[src/rtl/dual_fetch_queue.sv]
// rtl/dual_fetch_queue.sv - instruction fetch queue feeding a dual-issue scheduler
// Single-outstanding imem fetch into a circular FIFO exposing the two oldest words.
module dual_fetch_queue #(
  parameter int          DEPTH    = 8,
  parameter logic [31:0] RESET_PC = 32'h0000_0000
) (
  input  logic        clk,
  input  logic        rst,
  output logic        imem_req,
  output logic [31:0] imem_addr,
  input  logic        imem_ack,
  input  logic [31:0] imem_rdata,
  input  logic        consume0,
  input  logic        consume1,
  input  logic        flush,
  input  logic [31:0] flush_pc,
  output logic [31:0] instruction0,
  output logic [31:0] instruction1,
  output logic [31:0] pc0,
  output logic [31:0] pc1,
  output logic        nothing_filled
);

  localparam int PTR_W = $clog2(DEPTH);
  localparam int CNT_W = PTR_W + 1;

  typedef enum logic [1:0] {S_FETCH, S_FULL, S_DISCARD} state_e;

  state_e             state_q;
  logic [31:0]        fetch_pc_q;
  logic [PTR_W-1:0]   head_q;
  logic [PTR_W-1:0]   tail_q;
  logic [CNT_W-1:0]   count_q;
  logic               req_q;
  logic [31:0]        addr_q;
  logic [63:0]        mem_q [DEPTH];

  logic               ack_v;
  logic               push;
  logic [1:0]         pops;
  logic [CNT_W-1:0]   count_d;
  logic               has_room;
  logic [31:0]        pc_inc;
  logic [PTR_W-1:0]   head_nx;
  logic [63:0]        entry0;
  logic [63:0]        entry1;

  always_comb begin
    ack_v = req_q & imem_ack;
    push  = ack_v && (state_q == S_FETCH) && !flush;
    pops  = 2'd0;
    if (!flush && consume0 && (count_q != '0)) begin
      pops = 2'd1;
      if (consume1 && (count_q >= CNT_W'(2)))
        pops = 2'd2;
    end
    count_d  = count_q + CNT_W'(push) - CNT_W'(pops);
    has_room = count_d < CNT_W'(DEPTH);
    pc_inc   = fetch_pc_q + 32'd4;
    head_nx  = head_q + PTR_W'(1);
  end

  // A flush with an un-acked request in flight must wait out that request in DISCARD.
  always_ff @(posedge clk or negedge rst) begin
    if (!rst) begin
      state_q    <= S_FETCH;
      fetch_pc_q <= RESET_PC;
      head_q     <= '0;
      tail_q     <= '0;
      count_q    <= '0;
      req_q      <= 1'b0;
      addr_q     <= RESET_PC;
    end else if (flush) begin
      head_q     <= '0;
      tail_q     <= '0;
      count_q    <= '0;
      fetch_pc_q <= flush_pc;
      req_q      <= 1'b1;
      if (req_q && !imem_ack) begin
        state_q <= S_DISCARD;
      end else begin
        state_q <= S_FETCH;
        addr_q  <= flush_pc;
      end
    end else begin
      head_q  <= head_q + PTR_W'(pops);
      count_q <= count_d;
      if (push) begin
        tail_q     <= tail_q + PTR_W'(1);
        fetch_pc_q <= pc_inc;
      end
      case (state_q)
        S_FETCH: begin
          if (push && !has_room) begin
            state_q <= S_FULL;
            req_q   <= 1'b0;
          end else begin
            req_q  <= 1'b1;
            addr_q <= push ? pc_inc : fetch_pc_q;
          end
        end
        S_FULL: begin
          if (has_room) begin
            state_q <= S_FETCH;
            req_q   <= 1'b1;
            addr_q  <= fetch_pc_q;
          end
        end
        S_DISCARD: begin
          if (ack_v) begin
            state_q <= S_FETCH;
            req_q   <= 1'b1;
            addr_q  <= fetch_pc_q;
          end
        end
        default: begin
          state_q <= S_FETCH;
          req_q   <= 1'b0;
        end
      endcase
    end
  end

  always_ff @(posedge clk) begin
    if (push)
      mem_q[tail_q] <= {imem_rdata, fetch_pc_q};
  end

  always_comb begin
    entry0         = mem_q[head_q];
    entry1         = mem_q[head_nx];
    instruction0   = (count_q >= CNT_W'(1)) ? entry0[63:32] : 32'h0;
    pc0            = (count_q >= CNT_W'(1)) ? entry0[31:0]  : 32'h0;
    instruction1   = (count_q >= CNT_W'(2)) ? entry1[63:32] : 32'h0;
    pc1            = (count_q >= CNT_W'(2)) ? entry1[31:0]  : 32'h0;
    nothing_filled = (count_q == '0);
  end

  assign imem_req  = req_q;
  assign imem_addr = addr_q;

endmodule

[config.mk]
export PLATFORM = sky130hd
export DESIGN_NAME = dual_fetch_queue
export DESIGN_NICKNAME = d
export VERILOG_FILES = /design/src/rtl/dual_fetch_queue.sv
export SDC_FILE = /design/constraint.sdc
export NUM_CORES = 1
export LEC_CHECK = 0
export BUFFER_PORTS_ARGS = -buffer_cell sky130_fd_sc_hd__buf_2
export CAP_MARGIN = 20
export CELL_PAD_IN_SITES_DETAIL_PLACEMENT = 1
export CELL_PAD_IN_SITES_GLOBAL_PLACEMENT = 1
export CORE_MARGIN = 1
export CORE_UTILIZATION = 45
export DETAILED_ROUTE_END_ITERATION = 8
export GPL_ROUTABILITY_DRIVEN = 0
export PLACE_DENSITY = 0.77
export SYNTH_ARGS = -nofsm -noshare
export SYNTH_HDL_FRONTEND = slang
export SYNTH_SLANG_ARGS = --single-unit
[constraint.sdc]
create_clock -name clk -period 8 [get_ports clk]
set_input_delay 0.8 -clock clk [delete_from_list [all_inputs] [get_ports clk]]
set_output_delay 0.8 -clock clk [all_outputs]
set_load 0.01 [all_outputs]
# ---- Word-level counts from Yosys, hierarchy flattened
# Memory sizes are Yosys's and may differ from the RTL's.
# Index checks and enable logic that the tools add are counted.
dict set report totals {
  reg_bits 77
  mem_bits_rw 512
  inputBits 70
  output_inout_bits 162
  memories 1
}
# memory depth width read_ports rd_clocked_by_memory_dff write_ports line
set mem_list {}
lappend mem_list {mem_q 8 64 2 0 1 36} ;# logic [63:0] mem_q [DEPTH];
dict set report op_classes {
  n_addsub 6
  order_cmp 3
  eq_ne 7
  n_mux 31
  n_bitwise 1
  n_reduce_logical 18
}
# cell n
set op_table {}
lappend op_table {{32-bit 2-to-1 mux} 11}
lappend op_table {{32-bit one-hot mux with 3 select lines} 1}
lappend op_table {{32-bit by 3-bit adder with 32-bit output, second input constant} 1}
lappend op_table {{2-bit 2-to-1 mux} 7}
lappend op_table {{3-bit 2-to-1 mux} 3}
lappend op_table {{3-bit inequality test, second input constant} 3}
lappend op_table {{4-bit nonzero test} 2}
lappend op_table {{1-bit logical AND} 7}
lappend op_table {{3-bit by 1-bit adder with 3-bit output, second input constant} 2}
lappend op_table {{1-bit 2-to-1 mux} 6}
lappend op_table {{2-bit one-hot mux with 3 select lines} 1}
lappend op_table {{5-bit AND reduction} 1}
lappend op_table {{4-bit by 1-bit adder with 4-bit output} 1}
lappend op_table {{4-bit by 1-bit >= comparator with 1-bit output, second input constant} 1}
lappend op_table {{4-bit by 2-bit >= comparator with 1-bit output, second input constant} 1}
lappend op_table {{4-bit zero test} 1}
lappend op_table {{4-bit less-than comparator, second input constant} 1}
lappend op_table {{4-bit 2-to-1 mux} 1}
lappend op_table {{4-bit by 2-bit subtractor with 4-bit output} 1}
lappend op_table {{3-bit by 2-bit adder with 3-bit output} 1}
lappend op_table {{1-bit zero test} 3}
lappend op_table {{3-bit by 2-bit inequality test with 1-bit output, second input constant} 1}
lappend op_table {{1-bit one-hot mux with 3 select lines} 1}
lappend op_table {{3-bit AND reduction} 1}
lappend op_table {{7 further kinds} 7}

# ---- Logic depth before layout (Yosys ltp)
# Gate-level depths: netlist of run 1.
dict set report depth {
  ltp_word 11
  depth_mapped 16
}

# ---- Worst setup path before layout of run 1
# OpenSTA, ideal clock, no wires.
dict set report synth_timing {
  path_type {in2reg}
  startpoint {input port flush}
  endpoint {memory mem_q[4][0] (enable)}
  setup_ns 0.667
  arrival_ns 8.040
  t_required_ns 7.333
  setup_slack_ns -0.707
  cell_stages 5
  path_buffers 2
  path_cell_list {and4b_1 -> buf_4 -> inv_2 -> clkbuf_1 -> nor4b_1}
}
dict set report synth_between {
  elab_chain_len 4
}
# item line
set synth_lines {}
lappend synth_lines {{from (decl)} 15} ;# input logic flush,
lappend synth_lines {{1-bit zero test} 50} ;# push = ack_v && (state_q == S_FETCH) && !flush;
lappend synth_lines {{1-bit logical AND} 50}
lappend synth_lines {{1-bit 2-to-1 mux} 125} ;# if (push)
lappend synth_lines {{1-bit 2-to-1 mux (not written as such)} 126} ;# mem_q[tail_q] <= {imem_rdata, fetch_pc_q};
lappend synth_lines {{to (decl)} 36}
# No other way between the ends.

# ---- Worst setup path after layout of run 1
dict set report layout_timing {
  startpoint {register head_q[0]}
  endpoint {output port pc1[18]}
}
dict set report layout_between {
  elab_chain_len 3
}
# item line
set layout_lines {}
lappend layout_lines {{from (decl)} 31} ;# logic [PTR_W-1:0] head_q;
lappend layout_lines {{from (signal assigned)} 86} ;# head_q <= head_q + PTR_W'(pops);
lappend layout_lines {{3-bit by 1-bit adder with 3-bit output} 60} ;# head_nx = head_q + PTR_W'(1);
lappend layout_lines {{memory read 8 x 64 bit} --}
lappend layout_lines {{32-bit 2-to-1 mux} 135} ;# pc1 = (count_q >= CNT_W'(2)) ? entry1[31:0] : 32'h0;
lappend layout_lines {{to (decl)} 20} ;# output logic [31:0] pc1,
# No other way between the ends.

==> out/results.tsv, run 1 <==
metric	value	unit
cts_resized	0	
skew	0.01870	ns
netlist_area	28230	um^2
root_buffer	clkbuf_16	
totalWireLength	77110	um
max_cap_viol_count	0	
setup.worst_path.class	reg -> out	
arrival	4.21	ns
rr_endpoint	imem_addr[2]	
crit_start	head_q[0]	
avgSynthCellArea	16.40	um^2
n_antenna_cell	0	
syn_nets	1808	
drtPass1Iterations	5	
slew_headroom	24.37	%
period_needed	5.012	ns
initial_core_util	45.66	%
num-nets-final	2011	
fmax	0.1995	GHz
ys_ff_latch	589	
tns	0	ns
outcome	complete, no violations	
finalCritPeriodShare	62.65	%
ys_async_sr_fraction	13.07	%
ant_nets	0	
finalPower	0.01013	W
drc_errors	0	
yosysSeqAreaShare	61.28	%
rsz0062_at_grt	false	
power_density	311.8	nW/um^2
worstMarginPinSlew	1.134	ns
grt_max_degree	78	
endpoint	pc1[18]	
cts_tree	done	
crit_path_start_kind	register	
synth_edf_count	512	
slew_violations	0	
yosysWarnings	0	
crit_path_end_kind	output pin	
vias	17080	
clk_path_buf_depth	3	
rows	91	
h-tree-depth	3	
fin_util	52.53	%
overflow	0	
yosys_most_used_dff	edfxtp_1	
drive_gt1_share	33.67	%
crit_required	7.20	ns
io_buffer_count	231	
cts.sinks	589	
grt_pass1_vias	18610	
holdBufCountCts	0	
synth_cell_type_count	61	
via_per_inst	6.074	
die_area	63740	um^2
final_common_cell	edfxtp_1	
drt_iter0_markers	1187	
cts_setup_buffers	0	
syn_to_final_growth	15.04	%
reg2regPathDepth	15	
io_pins	232	
grt_usage	24.65	%
peakVddDrop	0.2107	mV
grt_pass1_wl	116100	um
final_hold_viol_count	0	
syn_inst	1721	
clk_pin_slew_worst_paths	0.06	ns
antenna_found_initial	4	
insertion_delay	0.60	ns
hold_path_class	in -> async	
setup_viol	0	
die_h	252.5	um
die_x	252.5	um
layout_common_cells	512 x edfxtp_1, 256 x mux4_2, 230 x buf_2, 150 x nand2_1, 101 x nor2_1	
reg2reg_from	count_q[2]	
core_area	61830	um^2
cts_buffers	68	
worst-r2r-setup-slack	3.58	ns
p_leak	10.78	nW
wl_per_cell	27.42	um
hpwl	45840	um
cp_max_fo	57	
[per-layer routing]
metal  vias to the layer above  share of wire (%)  global-route usage (%)
li1                       7290                  -                       -
met1                      9119                 41                   32.37
met2                       559                 51                   42.12
met3                       107                6.0                   3.996
met4                         6                2.2                   7.654
met5                         -              0.042                       0
[worst max-delay path, stage by stage (launching register included)]
cell and delay, ns:
dfrtp_4 1.05, ha_4 0.58, buf_4 0.78, mux4_2 0.35
nand2_1 0.05, a21oi_1 0.52, buf_2 0.24
[report_power, final]
| part | internal [W] | leakage, nW | switching (W) |
|---|---|---|---|
| clock | 0.00171 | 1.02 | 0.00123 |
| combinational | 0.00139 | 4.25 | 0.00191 |
| sequential | 0.00362 | 5.51 | 0.000267 |
[cells by family after synthesis]
| logic type | synth area share (%) |
|---|---|
| AO/OA/AOI/OAI | 3.457 |
| XOR/XNOR | 1.272 |
| adder cells (fa/ha/maj) | 0.8066 |
| buffers and inverters | 2.079 |
| flip-flops | 61.28 |
| multiplexers | 24.37 |
| AND/OR/NAND/NOR | 6.736 |
[sequential cells by signal, indices dropped and copies added, names as in the netlist]
signal      count
head_q          3
mem_q         512
imem_addr      32
tail_q          3
imem_req        1
fetch_pc_q     32
state_q         2
count_q         4
[synth_stat cells, types with 16 or more instances]
master    count  area (um^2)
nor3_1       19        95.09
mux2_2       25        281.5
xnor2_1      25        219.0
nand2b_1     18        112.6
mux4_2      256         5766
nand2_1     150        563.0
xor2_1       16        140.1
nand3_1      24        120.1
edfxtp_1    512        15370
nor2_1      102        382.9
nand4_1      19        118.9
nor4_1       19        118.9
a21oi_1      77        385.4
buf_1        35        131.4
mux2i_1      73        730.7
dfrtp_1      77         1927
clkbuf_1     92        345.3
[through the flow]
stage / area (um^2) / worst slack [ns] / hold slack [ns] / instances
6_report: 32480 / 2.988 / 0.1248 / 2812
5_1_grt: 32480 / 2.719 / 0.1395 / 2812
3_3_place_gp: 30280 / 2.964 / 0.4684 / 2686
4_1_cts: 32380 / 2.918 / 0.3899 / 2808
2_1_floorplan: 28240 / 1.454 / 0.5044 / 1721
3_5_place_dp: 30290 / 3.214 / 0.4716 / 2687
[worst min path at each step]
stage	slack (ns)	start	to	cells after the start
floorplan	0.50	rst	count_q[0]	0
global placement	0.47	imem_addr[19]	imem_addr[19]	1
detailed placement	0.47	imem_addr[20]	imem_addr[20]	1
CTS	0.39	rst	imem_addr[3]	1
global route	0.14	rst	fetch_pc_q[11]	1
finish	0.12	rst	imem_addr[12]	1
[area by class of cell]
class                      instances  area [um^2]
multi-input combinational        982        10460
clock buffer                      87         1826
tap                              837         1047
timing repair buffer             268         1513
clock inverter                    34        260.3
sequential                       589        17310
fill                            5774        29350
inverter                          15        56.30
Power figures use the tool's default switching activity.
==> run 2: changes to the inputs <==
==> constraint.sdc (replaced) <==
create_clock -name clk -period 4.1 [get_ports clk]
set_input_delay 0.41 -clock clk [delete_from_list [all_inputs] [get_ports clk]]
set_output_delay 0.41 -clock clk [all_outputs]
set_load 0.01 [all_outputs]
==> out/results.tsv, run 2 (synthesis results as in run 1) <==
metric	value	unit
period_needed	3.869	ns
slew_violations	0	
dp_worst_setup_slack	0.1733	ns
final_common_cell	edfxtp_1	
ant_nets	0	
fmax	0.2585	GHz
cpMostUsedCell	ha_1	
rr_endpoint	imem_addr[5]	
cts_buffers	66	
hpwl	47350	um
reg2reg_from	count_q[2]	
max_cap_viol_count	0	
crit_path_end_kind	register	
cts_tree	done	
rows	91	
netSwitchingPower	0.006583	W
final_hold_viol_count	0	
drc_errors	0	
io_buffer_count	231	
cts_setup_buffers	0	
outcome	complete, no violations	
grt_usage	24.65	%
die_x	252.5	um
totalWireLength	77420	um
die_h	252.5	um
layout_common_cells	512 x edfxtp_1, 256 x mux4_2, 230 x buf_2, 150 x nand2_1, 100 x nor2_1	
num-nets-final	2019	
seq_power_share	38.3	%
num-fill-cells	5820	
p_leak	10.78	nW
worst-r2r-setup-slack	0.23	ns
crit_path_max_incr_delay	0.48	ns
grt_pass1_vias	18560	
place_inst	2699	
power.share.clock	28.0	%
cp_max_fo	7	
setup.worst_path.class	reg -> reg	
grt_max_degree	167	
drive_gt1_share	33.59	%
fin_util	52.73	%
combPwrFrac	33.7	%
power.internal	0.01304	W
root_buffer	clkbuf_16	
die_area	63740	um^2
peakVddDrop	0.3760	mV
reg2regPathDepth	13	
grt_pass1_wl	116700	um
clk_pin_slew_worst_paths	0.06	ns
slowest_stage	or3b_2	
final_cells	2820	
via_per_inst	6.120	
wl_per_cell	27.45	um
h-tree-depth	3	
crit_path_start_kind	register	
worstMarginPinSlew	1.221	ns
syn_to_final_growth	15.48	%
cts.sinks	589	
crit_start	count_q[2]	
drtPass1Iterations	8	
drt_iter0_markers	1240	
finalCritPeriodShare	94.36	%
overflow	0	
slew_headroom	18.57	%
rsz0062_at_grt	false	
largest_register_ffs	512	
crit_required	4.56	ns
hold_path_class	in -> reg	
skew	0.01924	ns
endpoint	imem_addr[5]	
io_pins	232	
core_area	61830	um^2
setup_viol	0	
top_register	mem_q	
path_cells	inv_1, ha_1, nor3b_1, or3b_2, or3b_2, ha_1, ha_1, and3_1, o21ai_0, a21boi_1, nor2_2, buf_4, mux2_2	
worst_slack	0.2311	ns
insertion_delay	0.59	ns
antenna_found_initial	2	
switching_share	33.55	%
clk_path_buf_depth	3	
initial_core_util	45.66	%
fin_hold_ws	0.08812	ns
power_density	601.9	nW/um^2
arrival	4.33	ns
vias	17260	
[run 2: how the worst min path moves through the flow]
stage | from | endpoint | slack (ns) | cells after the start
floorplan | rst | count_q[0] | 0.11 | 0
global placement | imem_addr[28] | imem_addr[28] | 0.47 | 1
detailed placement | imem_addr[23] | imem_addr[23] | 0.47 | 1
CTS | rst | state_q[0] | 0.03 | 1
global route | imem_rdata[30] | mem_q[7][62] | 0.07 | 1
finish | flush_pc[3] | fetch_pc_q[3] | 0.09 | 3
[run 2: what timing repair did]
action,CTS,global route
endpoints found under the setup margin,0,6
resized for setup,0,1
hold endpoints to repair,0,28
hold buffers,0,1
[run 2: per-stage QoR]
| step | power (W) | area, um^2 | setup TNS (ns) |
|---|---|---|---|
| after floorplan | 0.01165 | 28290 | -39.25 |
| after global placement | 0.01406 | 30560 | 0 |
| after detailed placement | 0.01429 | 30560 | 0 |
| after CTS | 0.01982 | 32550 | 0 |
| after global routing | 0.02050 | 32590 | 0 |
| final | 0.01962 | 32600 | 0 |
[run 2: critical path: cells and delay by family (launching register included)]
family	cells	cell delay [ns]
compound gates	2	0.43
flops	1	0.32
simple gates	5	1.51
buf+inv	2	0.26
fa+ha+maj	3	0.88
mux	1	0.34
[run 2: final cells by class]
class / count / area [um^2] / area share (%)
Inverter: 15 / 56.30 / 0.1727
Multi-Input combinational cell: 982 / 10500 / 32.20
Sequential cell: 589 / 17310 / 53.10
Antenna cell: 3 / 7.507 / 0.02303
Tap cell: 837 / 1047 / 3.212
Clock inverter: 30 / 162.7 / 0.4989
Timing Repair Buffer: 278 / 1684 / 5.166
Clock buffer: 86 / 1833 / 5.623
[run 2: layer usage]
metal,wire [um],track usage (%)
met5,21,0
met4,1677,6.996
met3,4351,3.563
met2,39660,41.68
met1,31710,33.33
[run 2: power by group through the flow]
stage	clock, W	combinational, W	sequential, W
4_1_cts	0.00561	0.00670	0.00751
3_5_place_dp	0	0.00667	0.00763
6_report	0.00549	0.00661	0.00752
5_1_grt	0.00581	0.00711	0.00758
3_3_place_gp	0	0.00647	0.00758
2_1_floorplan	0	0.00415	0.00750
